## config.mk

```make
export PLATFORM = sky130hd
export DESIGN_NAME = ratio_div_sched_flat
export DESIGN_NICKNAME = d
export VERILOG_FILES = /design/src/rtl/ratio_div_sched_if.sv /design/src/rtl/ratio_div_sched.sv /design/src/flat_wrapper.sv
export SDC_FILE = /design/constraint.sdc
export NUM_CORES = 1
export LEC_CHECK = 0
export ABC_AREA = 1
export BUFFER_PORTS_ARGS = -buffer_cell sky130_fd_sc_hd__buf_2
export CORE_MARGIN = 4
export CORE_UTILIZATION = 42
export DETAILED_ROUTE_END_ITERATION = 8
export PLACE_DENSITY_LB_ADDON = 0.05
export REMOVE_ABC_BUFFERS = 1
export SYNTH_ARGS = -nofsm -noshare
export SYNTH_HDL_FRONTEND = slang
export SYNTH_SLANG_ARGS = --single-unit
```

## constraint.sdc

```tcl
create_clock -name clk -period 1.8 [get_ports clk]
set_input_delay 0.27 -clock clk [delete_from_list [all_inputs] [get_ports clk]]
set_output_delay 0.27 -clock clk [all_outputs]
set_load 0.02 [all_outputs]
```

## src/rtl/ratio_div_sched_if.sv

```systemverilog
// ratio_div_sched_if
// Signal bundle between the ratio scheduler, its two requesting channels,
// the shared pipelined divider and the ratio RAM.
//
// Handshake: a channel raises x_req with x_numer/x_addr stable and holds all
// three until it sees the one-cycle x_ack. A request still high in the cycle
// after its ack counts as a new request.
//
// Signals:
//   a_req/a_numer/a_addr/a_ack  channel A (signal) request and done pulse
//   b_req/b_numer/b_addr/b_ack  channel B (reference) request and done pulse
//   div_clken/div_numer/div_denom/div_quot  shared divider
//   mem_wren/mem_addr/mem_data  ratio RAM write port
//
// Modports:
//   master  scheduler side (drives acks, divider inputs, RAM write)
//   slave   environment side (channels, divider, RAM)
interface ratio_div_sched_if #(
    parameter int NW = 16,
    parameter int QW = 12,
    parameter int AW = 11
);
    logic          a_req;
    logic [NW-1:0] a_numer;
    logic [AW-1:0] a_addr;
    logic          a_ack;

    logic          b_req;
    logic [NW-1:0] b_numer;
    logic [AW-1:0] b_addr;
    logic          b_ack;

    logic          div_clken;
    logic [NW-1:0] div_numer;
    logic [3:0]    div_denom;
    logic [NW-1:0] div_quot;

    logic          mem_wren;
    logic [AW:0]   mem_addr;
    logic [QW-1:0] mem_data;

    modport master (
        input  a_req, a_numer, a_addr,
        input  b_req, b_numer, b_addr,
        input  div_quot,
        output a_ack, b_ack,
        output div_clken, div_numer, div_denom,
        output mem_wren, mem_addr, mem_data
    );

    modport slave (
        output a_req, a_numer, a_addr,
        output b_req, b_numer, b_addr,
        output div_quot,
        input  a_ack, b_ack,
        input  div_clken, div_numer, div_denom,
        input  mem_wren, mem_addr, mem_data
    );
endinterface

```

## src/rtl/ratio_div_sched.sv

```systemverilog
// ratio_div_sched
// Shares one pipelined NW/4-bit divider between channel A (signal) and
// channel B (reference). One request is granted at a time: the numerator is
// issued to the divider, the scheduler waits out the divider latency, writes
// the saturated quotient to the ratio RAM and acks the requester. Completed
// writes are counted per frame; frame_done pulses on the write that brings
// the count to 2*points.
//
// Optional build macro RATIO_ROUND_EN: when defined, DENOM/2 is added to the
// numerator (saturating) so quotients round half-up; otherwise they truncate.
// Timing and handshake are the same in both builds.
//
// Ports:
//   clk, rst_n    clock, synchronous active-low reset
//   enable        frame enable; low blocks new grants and clears cnt_done
//   points        points per channel per frame (0 = frame never completes)
//   bus           ratio_div_sched_if.master: channels, divider, RAM
//   busy          high whenever the FSM is not idle
//   frame_done    one-cycle pulse on the last write of a frame
//   cnt_done      writes completed in the current frame
//   state_dbg     current FSM state encoding (0 idle,1 issue,2 wait,3 write)
module ratio_div_sched #(
    parameter int NW      = 16,
    parameter int QW      = 12,
    parameter int AW      = 11,
    parameter int DIV_LAT = 3,
    parameter int DENOM   = 10
) (
    input  logic                   clk,
    input  logic                   rst_n,
    input  logic                   enable,
    input  logic [AW-1:0]          points,
    ratio_div_sched_if.master      bus,
    output logic                   busy,
    output logic                   frame_done,
    output logic [AW:0]            cnt_done,
    output logic [1:0]             state_dbg
);

    typedef enum logic [1:0] {
        S_IDLE  = 2'd0,
        S_ISSUE = 2'd1,
        S_WAIT  = 2'd2,
        S_WRITE = 2'd3
    } state_t;

    // Latency counter only needs to reach DIV_LAT-1.
    localparam int LW = (DIV_LAT > 1) ? $clog2(DIV_LAT) : 1;
    localparam logic [LW-1:0] LAT_LAST = LW'(DIV_LAT - 1);

    localparam logic CH_A = 1'b0;
    localparam logic CH_B = 1'b1;

    state_t          state_q;
    state_t          state_d;
    logic [LW-1:0]   lat_cnt_q;
    logic            last_grant_q;
    logic            gnt_ch_q;
    logic [AW-1:0]   gnt_addr_q;
    logic [NW-1:0]   div_numer_q;
    logic [AW:0]     cnt_done_q;

    logic            grant_valid;
    logic            grant_ch;
    logic [NW-1:0]   sel_numer;
    logic [NW-1:0]   issue_numer;
    logic [QW-1:0]   quot_sat;
    logic            frame_hit;

    // ------------------------------------------------------------------
    // Next-state and grant decision
    // ------------------------------------------------------------------
    always_comb begin
        state_d     = state_q;
        grant_valid = 1'b0;
        grant_ch    = CH_A;
        case (state_q)
            S_IDLE: begin
                if (enable && (bus.a_req || bus.b_req)) begin
                    grant_valid = 1'b1;
                    // On a tie the channel that did not win last time goes;
                    // otherwise whichever channel is asking.
                    if (bus.a_req && bus.b_req) begin
                        grant_ch = ~last_grant_q;
                    end else begin
                        grant_ch = bus.b_req;
                    end
                    state_d = S_ISSUE;
                end
            end
            S_ISSUE: state_d = S_WAIT;
            S_WAIT: begin
                if (lat_cnt_q == LAT_LAST) begin
                    state_d = S_WRITE;
                end
            end
            S_WRITE: state_d = S_IDLE;
            default: state_d = S_IDLE;
        endcase
    end

    // ------------------------------------------------------------------
    // Numerator presented to the divider
    // ------------------------------------------------------------------
    assign sel_numer = grant_ch ? bus.b_numer : bus.a_numer;

`ifdef RATIO_ROUND_EN
    logic [NW:0] round_sum;
    // Half the denominator biases the truncating divider to round half-up;
    // the carry-out saturates so large sums never wrap to small quotients.
    assign round_sum   = {1'b0, sel_numer} + (NW+1)'(DENOM / 2);
    assign issue_numer = round_sum[NW] ? {NW{1'b1}} : round_sum[NW-1:0];
`else
    assign issue_numer = sel_numer;
`endif

    // Quotients that overflow the RAM word are clamped to all-ones.
    assign quot_sat = (|bus.div_quot[NW-1:QW]) ? {QW{1'b1}}
                                               : bus.div_quot[QW-1:0];

    // Points == 0 disables frame completion; cnt_done then wraps freely.
    assign frame_hit = (points != '0) &&
                       ((cnt_done_q + (AW+1)'(1)) == {points, 1'b0});

    // ------------------------------------------------------------------
    // State and datapath registers
    // ------------------------------------------------------------------
    always_ff @(posedge clk) begin
        if (!rst_n) begin
            state_q      <= S_IDLE;
            lat_cnt_q    <= '0;
            last_grant_q <= CH_B;
            gnt_ch_q     <= CH_A;
            gnt_addr_q   <= '0;
            div_numer_q  <= '0;
            cnt_done_q   <= '0;
        end else begin
            state_q <= state_d;

            if (grant_valid) begin
                gnt_ch_q     <= grant_ch;
                gnt_addr_q   <= grant_ch ? bus.b_addr : bus.a_addr;
                div_numer_q  <= issue_numer;
                last_grant_q <= grant_ch;
            end

            case (state_q)
                S_ISSUE: lat_cnt_q <= '0;
                S_WAIT:  lat_cnt_q <= lat_cnt_q + LW'(1);
                default: lat_cnt_q <= lat_cnt_q;
            endcase

            if (state_q == S_WRITE) begin
                cnt_done_q <= frame_hit ? '0 : cnt_done_q + (AW+1)'(1);
            end else if (state_q == S_IDLE && !enable) begin
                cnt_done_q <= '0;
            end
        end
    end

    // ------------------------------------------------------------------
    // Outputs
    // ------------------------------------------------------------------
    always_comb begin
        bus.div_clken = (state_q == S_ISSUE) || (state_q == S_WAIT);
        bus.div_numer = div_numer_q;
        bus.div_denom = 4'(DENOM);
        bus.mem_wren  = 1'b0;
        bus.mem_addr  = '0;
        bus.mem_data  = '0;
        bus.a_ack     = 1'b0;
        bus.b_ack     = 1'b0;
        frame_done    = 1'b0;
        if (state_q == S_WRITE) begin
            bus.mem_wren = 1'b1;
            bus.mem_addr = {gnt_ch_q, gnt_addr_q};
            bus.mem_data = quot_sat;
            bus.a_ack    = (gnt_ch_q == CH_A);
            bus.b_ack    = (gnt_ch_q == CH_B);
            frame_done   = frame_hit;
        end
    end

    assign busy      = (state_q != S_IDLE);
    assign cnt_done  = cnt_done_q;
    assign state_dbg = state_q;

endmodule

```

## src/flat_wrapper.sv

```systemverilog
// flat-port wrapper written by rule: the top's interface ports become plain ports
module ratio_div_sched_flat 
#(
    parameter int NW      = 16,
    parameter int QW      = 12,
    parameter int AW      = 11,
    parameter int DIV_LAT = 3,
    parameter int DENOM   = 10
)
  (clk, rst_n, enable, points, busy, frame_done, cnt_done, state_dbg, bus_a_req, bus_a_numer, bus_a_addr, bus_b_req, bus_b_numer, bus_b_addr, bus_div_quot, bus_a_ack, bus_b_ack, bus_div_clken, bus_div_numer, bus_div_denom, bus_mem_wren, bus_mem_addr, bus_mem_data);
  ratio_div_sched_if #(.NW(NW), .QW(QW), .AW(AW)) bus_i ();
  input  logic clk;
  input  logic rst_n;
  input  logic enable;
  input  logic [AW-1:0] points;
  output logic busy;
  output logic frame_done;
  output logic [AW:0] cnt_done;
  output logic [1:0] state_dbg;
  input wire logic [$bits(bus_i.a_req)-1:0] bus_a_req;
  input wire logic [$bits(bus_i.a_numer)-1:0] bus_a_numer;
  input wire logic [$bits(bus_i.a_addr)-1:0] bus_a_addr;
  input wire logic [$bits(bus_i.b_req)-1:0] bus_b_req;
  input wire logic [$bits(bus_i.b_numer)-1:0] bus_b_numer;
  input wire logic [$bits(bus_i.b_addr)-1:0] bus_b_addr;
  input wire logic [$bits(bus_i.div_quot)-1:0] bus_div_quot;
  output wire logic [$bits(bus_i.a_ack)-1:0] bus_a_ack;
  output wire logic [$bits(bus_i.b_ack)-1:0] bus_b_ack;
  output wire logic [$bits(bus_i.div_clken)-1:0] bus_div_clken;
  output wire logic [$bits(bus_i.div_numer)-1:0] bus_div_numer;
  output wire logic [$bits(bus_i.div_denom)-1:0] bus_div_denom;
  output wire logic [$bits(bus_i.mem_wren)-1:0] bus_mem_wren;
  output wire logic [$bits(bus_i.mem_addr)-1:0] bus_mem_addr;
  output wire logic [$bits(bus_i.mem_data)-1:0] bus_mem_data;
  assign bus_i.a_req = bus_a_req;
  assign bus_i.a_numer = bus_a_numer;
  assign bus_i.a_addr = bus_a_addr;
  assign bus_i.b_req = bus_b_req;
  assign bus_i.b_numer = bus_b_numer;
  assign bus_i.b_addr = bus_b_addr;
  assign bus_i.div_quot = bus_div_quot;
  assign bus_a_ack = bus_i.a_ack;
  assign bus_b_ack = bus_i.b_ack;
  assign bus_div_clken = bus_i.div_clken;
  assign bus_div_numer = bus_i.div_numer;
  assign bus_div_denom = bus_i.div_denom;
  assign bus_mem_wren = bus_i.mem_wren;
  assign bus_mem_addr = bus_i.mem_addr;
  assign bus_mem_data = bus_i.mem_data;
  ratio_div_sched #(.NW(NW), .QW(QW), .AW(AW), .DIV_LAT(DIV_LAT), .DENOM(DENOM)) u_core (.clk(clk), .rst_n(rst_n), .enable(enable), .points(points), .bus(bus_i), .busy(busy), .frame_done(frame_done), .cnt_done(cnt_done), .state_dbg(state_dbg));
endmodule
```

==> results of run 1 <==
## metrics by stage
step | utilization (%) | hold slack, ns | area (µm²)
after floorplan | - | 0.408 | 2840
after global placement | 58.7 | 0.454 | 3990
after detailed placement | 58.7 | 0.460 | 3990
after CTS | 61.4 | 0.218 | 4170
after global routing | 62.2 | 0.239 | 4230
final | 62.2 | 0.227 | 4230
## layout make-up
cell class / count / area, µm²
inverters: 67 / 258
clock inverters: 3 / 46.3
clock buffers: 5 / 68.8
well taps: 96 / 120
repair buffers: 188 / 1080
flip-flops and latches: 45 / 915
multi-input cells: 305 / 1740
fillers: 664 / 2570
## power by group through the flow
| stage | sequential [mW] | clock, mW | combinational (mW) |
|---|---|---|---|
| 2_1_floorplan | 1.41 | 0 | 0.803 |
| 3_3_place_gp | 1.29 | 0 | 1.51 |
| 3_5_place_dp | 1.29 | 0 | 1.53 |
| 4_1_cts | 1.27 | 0.811 | 1.55 |
| 5_1_grt | 1.29 | 0.848 | 1.74 |
| 6_report | 1.28 | 0.786 | 1.57 |
## per-layer routing
| layer | share of wire (%) | GRT usage [%] | vias up |
|---|---|---|---|
| met5 | 0 | 0 | - |
| met2 | 48 | 35.6 | 91 |
| met3 | 5.7 | 3.77 | 10 |
| li1 | - | - | 1744 |
| met4 | 1.1 | 5.45 | 0 |
| met1 | 45 | 26.6 | 1492 |
## sequential cells by signal (all words and copies together) (netlist names)
register	flops
u_core.cnt_done	12
u_core.lat_cnt_q	2
u_core.bus.div_numer	16
u_core.gnt_addr_q	11
u_core.last_grant_q	1
u_core.state_dbg	2
u_core.gnt_ch_q	1
## cells in the final DEF (no fill, tap or decap), types with 15 or more instances in the layout
master,count
nand3_1,21
nand2_1,97
dfxtp_1,38
mux2i_1,15
nand2_2,19
inv_1,62
buf_2,144
nor2_1,25
buf_4,39
a21oi_1,39
o21ai_0,28
## timing repair
item                                    4_1_cts  5_1_grt
buffers inserted                              2        2
resized for setup                            15       15
endpoints found under the setup margin       24       35
pin swaps                                     4       11
## how the worst max path moves through the flow
stage	from	end	slack, ns	cells past startpoint
3_3_place_gp	u_core.cnt_done[0]$_SDFFE_PN0P_	frame_done	-0.14	14
6_report	u_core.cnt_done[1]$_SDFFE_PN0P_	frame_done	-0.37	14
3_5_place_dp	u_core.cnt_done[0]$_SDFFE_PN0P_	frame_done	-0.18	14
2_1_floorplan	u_core.state_dbg[0]$_SDFFE_PN0P_	u_core.bus.div_numer[1]$_SDFFE_PN0P_	-1.67	10
4_1_cts	u_core.cnt_done[1]$_SDFFE_PN0P_	frame_done	-0.41	14
5_1_grt	u_core.cnt_done[1]$_SDFFE_PN0P_	frame_done	-0.51	14
## cell usage after synthesis, types with 2 or more instances
cell type | count | area share (%)
nand2_1 | 100 | 13
inv_1 | 64 | 8.2
dfxtp_1 | 45 | 31
a21oi_1 | 39 | 6.6
o21ai_0 | 28 | 4.8
nor2_1 | 26 | 3.3
nand3_1 | 22 | 3.7
nand2_2 | 17 | 3.6
clkbuf_1 | 16 | 2.0
mux2i_1 | 15 | 5.1
o211ai_1 | 12 | 3.1
a21oi_2 | 9 | 2.7
ha_1 | 7 | 3.0
buf_4 | 5 | 1.3
nor2_2 | 5 | 1.1
nand4_1 | 3 | 0.64
a211oi_1 | 2 | 0.51
buf_2 | 2 | 0.34
conb_1 | 2 | 0.25
inv_2 | 2 | 0.25
nand3_2 | 2 | 0.68
nor2_4 | 2 | 0.76
nor3_1 | 2 | 0.34
## logic make-up (layout without fill, tap and decap cells)
| kind of cell | Yosys count | in the layout |
|---|---|---|
| flops | 45 | 45 |
| xor+xnor | 3 | 3 |
| other cells | 2 | 4 |
| simple gates | 184 | 184 |
| mux | 15 | 15 |
| fa+ha+maj | 7 | 7 |
| buf+inv | 91 | 263 |
| compound gates | 92 | 92 |
## critical path, delay by kind of cell, from the launching register on
family | cells | cell delay [ns]
adder cells (fa/ha/maj) | 1 | 0.15
AND/OR/NAND/NOR | 11 | 0.89
flip-flops | 1 | 0.38
buffers and inverters | 2 | 0.17
==> results.py, run 1 <==
metrics = {
    "yosys": {
        "syn-mean-instance-area_um2": 6.71,
        "netlist_instances": 439,
        "ys_warn_count": 0,
        "synth_seq_area_share_pct": 30.6,
        "yosysUniqueCellTypes": 35,
        "synth-simple-area-share_pct": 28.8,
        "ys_ff_latch": 45,
        "synth_top_family_by_area": "simple AND/OR/NAND/NOR gates",
        "synthXorXnorAreaFrac_pct": 1.61,
        "synth_area_um2": 2950,
        "synth_fa_ha_area_share_pct": 2.97,
        "ys_async_sr_fraction_pct": 0,
        "synth_edf_count": 0,
        "synth_compound_area_share_pct": 18.1,
        "synthMuxAreaShare_pct": 5.10,
        "synth_flop_cell": "dfxtp_1",
    },
    "timing": {
        "fin_tns_setup_ns": -1.22,
        "rsz0062_at_grt": "yes",
        "post-route-period-util_pct": 120,
        "fin_ws_ns": -0.366,
        "fin_crit_ns": 2.17,
        "finalMaxSlewViolations": 0,
        "max_freq_ghz": 0.462,
        "hold_violations": 0,
        "setup_violations": 12,
        "skew_ns": 0.0154,
    },
    "final_layout": {
        "fin_cells": 709,
        "diodes": 0,
        "num-nets-final": 705,
        "drive_above_1_share_pct": 41.4,
        "area_growth_pct": 43.4,
    },
    "critical_path": {
        "crit_path_max_fanout": 4,
        "path_cells": "ha_4 -> nand2_4 -> nor2_4 -> nand2_2 -> nand2_2 -> nand2_1 -> nand2_1 -> nand2_1 -> inv_1 -> nand2_1 -> nor2_2 -> nand3_2 -> nor2_4 -> buf_6",
        "required_ns": 1.53,
        "slowest_stage": "dfxtp_4",
        "r2r_start": "u_core.cnt_done[0]$_SDFFE_PN0P_",
        "cp_common_cell": "nand2_1",
        "crit_path_end_kind": "primary output",
        "startpoint_type": "flop",
        "worst_r2r_endpoint": "u_core.cnt_done[4]$_SDFFE_PN0P_",
        "r2r_cells": 15,
        "critical_path_class": "flop to primary output",
        "arrival_ns": 1.90,
        "r2r_slack_ns": -0.10,
        "critPathMaxStageDelay_ns": 0.38,
    },
    "power": {
        "finalPower_mw": 3.63,
        "power.switching_mw": 1.47,
        "combinationalPowerShare_pct": 43.2,
        "pwr-share-seq_pct": 35.1,
        "power_leakage_nw": 2.36,
        "power_density_nw_per_um2": 859,
        "clock_power_share_pct": 21.6,
        "vdd_ir_drop_max_mv": 0.415,
        "switching_share_pct": 40.5,
        "p_int_mw": 2.16,
    },
    "die": {
        "start_util_pct": 43.4,
        "dieHeight_um": 91.8,
        "die_area_um2": 8420,
        "num_rows": 30,
        "fp.dieW_um": 91.8,
        "core_um2": 6790,
        "io_pins": 150,
    },
    "routing": {
        "via_count": 3337,
        "wl_um": 8840,
        "avgViaCountPerCell": 4.71,
        "ant_nets": 0,
        "routedWlPerCell_um": 12.5,
        "drtIter0Drc": 96,
        "drc": 0,
        "first_pass_iters": 4,
    },
    "clock_network": {
        "clockBufferDepth": 2,
        "cts_buffers": 5,
        "clkLatencyLatePin_ns": 0.31,
        "clock_sinks": 45,
        "cts_htree_levels": 2,
        "holdBufCountCts": 0,
        "clk_pin_slew_worst_paths_ns": 0.10,
        "cts_tree": "done",
        "cts_root_buf": "clkbuf_8",
    },
    "grt": {
        "grt_pass1_wl_um": 14500,
        "grt_max_degree": 43,
        "grt_overflow": 0,
        "track_usage_pct": 20.7,
        "grt_pass1_vias": 3151,
        "antenna_found_initial": 0,
    },
    "placed_design": {
        "place_ws_ns": -0.177,
        "dp_hpwl_um": 6740,
        "portBuffers": 145,
        "place_congestion": 0.907,
        "placed_cells": 697,
    },
    "status": {
        "status": "finished, violations left",
        "failed_checks": "setup timing",
    },
    "hold_path": {
        "whs_endpoint": "u_core.bus.div_numer[13]$_SDFFE_PN0P_",
        "min_from": "bus_b_numer[13]",
        "holdCritPathClass": "input port to flop",
        "whs_path_depth": 3,
    },
    "run": {
        "drv_cap": 0,
    },
}
(Power assumes the default switching activity.)
==> run 2, diff against run 1 <==
- CTS_BUF_LIST: unset -> sky130_fd_sc_hd__clkbuf_16
- HOLD_SLACK_MARGIN: unset -> 0.05
==> results.py, run 2 (synthesized netlist as in run 1, its figures left out) <==
metrics = {
    "grt": {
        "grt_pass1_wl_um": 14700,
        "grt_pass1_vias": 3214,
        "antenna_found_initial": 0,
        "track_usage_pct": 20.9,
        "grt_overflow": 0,
        "grt_max_degree": 43,
    },
    "final_layout": {
        "layout_common_cells": "buf_2 (144), nand2_1 (93), inv_1 (63)",
        "drive_above_1_share_pct": 43.5,
        "fin_cells": 714,
        "multi_input_area_um2": 1830,
        "largest_register_ffs": 16,
        "n_fill_cell": 621,
        "area_growth_pct": 51.1,
        "seq_area_um2": 916,
        "mostFrequentLayoutCell": "buf_2",
        "diodes": 0,
        "num-nets-final": 710,
        "final_util_pct": 65.5,
    },
    "critical_path": {
        "crit_path_max_fanout": 4,
        "worst_r2r_endpoint": "u_core.cnt_done[4]$_SDFFE_PN0P_",
        "r2r_slack_ns": -0.32,
        "crit_path_end_kind": "primary output",
        "critical_path_class": "flop to primary output",
        "r2r_cells": 18,
        "required_ns": 1.53,
        "startpoint_type": "flop",
        "r2r_start": "u_core.cnt_done[0]$_SDFFE_PN0P_",
        "arrival_ns": 1.93,
    },
    "power": {
        "switching_share_pct": 38.4,
        "power_density_nw_per_um2": 875,
        "pwr-share-seq_pct": 32.7,
        "combinationalPowerShare_pct": 40.4,
        "clock_power_share_pct": 26.9,
        "power_leakage_nw": 2.46,
        "p_int_mw": 2.40,
        "power.switching_mw": 1.49,
        "vdd_ir_drop_max_mv": 0.416,
        "finalPower_mw": 3.90,
    },
    "timing": {
        "hold_violations": 0,
        "finalMaxSlewViolations": 0,
        "post-route-period-util_pct": 122,
        "setup_violations": 12,
        "fin_crit_ns": 2.20,
        "max_freq_ghz": 0.455,
        "fin_tns_setup_ns": -3.76,
        "fin_ws_ns": -0.399,
        "rsz0062_at_grt": "yes",
        "skew_ns": 0.0109,
    },
    "routing": {
        "wl_um": 9190,
        "drtIter0Drc": 114,
        "via_count": 3380,
        "routedWlPerCell_um": 12.9,
        "first_pass_iters": 4,
        "avgViaCountPerCell": 4.73,
        "ant_nets": 0,
        "drc": 0,
    },
    "clock_network": {
        "cts_tree": "done",
        "clkLatencyLatePin_ns": 0.29,
        "cts_buffers": 5,
        "holdBufCountCts": 0,
        "cts_htree_levels": 2,
        "clk_pin_slew_worst_paths_ns": 0.07,
        "clock_sinks": 45,
        "clockBufferDepth": 2,
        "cts_root_buf": "clkbuf_16",
    },
    "run": {
        "drv_cap": 0,
    },
    "status": {
        "status": "finished, violations left",
        "failed_checks": "setup timing",
    },
    "die": {
        "fp.dieW_um": 91.8,
        "io_pins": 150,
        "start_util_pct": 43.4,
        "die_area_um2": 8420,
        "dieHeight_um": 91.8,
        "core_um2": 6790,
        "num_rows": 30,
    },
    "hold_path": {
        "whs_path_depth": 3,
        "min_from": "bus_b_numer[13]",
        "whs_endpoint": "u_core.bus.div_numer[13]$_SDFFE_PN0P_",
        "holdCritPathClass": "input port to flop",
    },
    "placed_design": {
        "dp_hpwl_um": 6740,
        "portBuffers": 145,
        "place_congestion": 0.907,
        "placed_cells": 697,
        "place_ws_ns": -0.177,
    },
}
## run 2: layout make-up
| cell class | instances | share of cell area [%] |
|---|---|---|
| multi-input cells | 305 | 41.0 |
| repair buffers | 193 | 26.1 |
| flip-flops and latches | 45 | 20.6 |
| inverters | 67 | 5.73 |
| clock buffers | 5 | 2.81 |
| well taps | 96 | 2.70 |
| clock inverters | 3 | 1.04 |
## run 2: power by group through the flow
stage,registers (mW),logic [mW],clock network [mW]
2_1_floorplan,1.41,0.803,0
3_3_place_gp,1.29,1.51,0
3_5_place_dp,1.29,1.53,0
4_1_cts,1.27,1.55,1.08
5_1_grt,1.29,1.74,1.12
6_report,1.27,1.58,1.05
## run 2: worst max-delay path, stage by stage (launching register included)
cell and delay [ns]:
dfxtp_4 0.36, ha_4 0.17, nand2_4 0.08, nor2_4 0.04
buf_6 0.13, nand2_2 0.07, nand2_1 0.08, nand3_2 0.08
nand2_2 0.05, inv_2 0.05, nand2_2 0.05, nor2_4 0.12
nand3_4 0.10, nor2_4 0.13, buf_6 0.12
## run 2: layer usage
| metal | GRT usage (%) | part of all wire [%] |
|---|---|---|
| met1 | 26.7 | 43 |
| met2 | 35.7 | 49 |
| met3 | 4.51 | 6.4 |
| met4 | 5.82 | 1.4 |
| met5 | 0 | 0 |
## run 2: metrics by stage
step / area, µm² / hold WS, ns
5_1_grt: 4450 / 0.268
3_5_place_dp: 3990 / 0.460
2_1_floorplan: 2840 / 0.408
3_3_place_gp: 3990 / 0.454
6_report: 4450 / 0.252
4_1_cts: 4290 / 0.243
## run 2: how the worst max path moves through the flow
stage / from / end / slack, ns / depth (start not counted)
global placement: u_core.cnt_done[0]$_SDFFE_PN0P_ / frame_done / -0.14 / 14
detailed placement: u_core.cnt_done[0]$_SDFFE_PN0P_ / frame_done / -0.18 / 14
global route: u_core.cnt_done[0]$_SDFFE_PN0P_ / frame_done / -0.49 / 14
finish: u_core.cnt_done[0]$_SDFFE_PN0P_ / frame_done / -0.40 / 14
floorplan: u_core.state_dbg[0]$_SDFFE_PN0P_ / u_core.bus.div_numer[1]$_SDFFE_PN0P_ / -1.67 / 10
CTS: u_core.cnt_done[1]$_SDFFE_PN0P_ / frame_done / -0.38 / 14
## run 2: what timing repair did
action,CTS,global route
endpoints found under the setup margin,13,30
cloned,1,0
pin swaps,6,14
gates resized for setup,20,34
buffers inserted,3,5
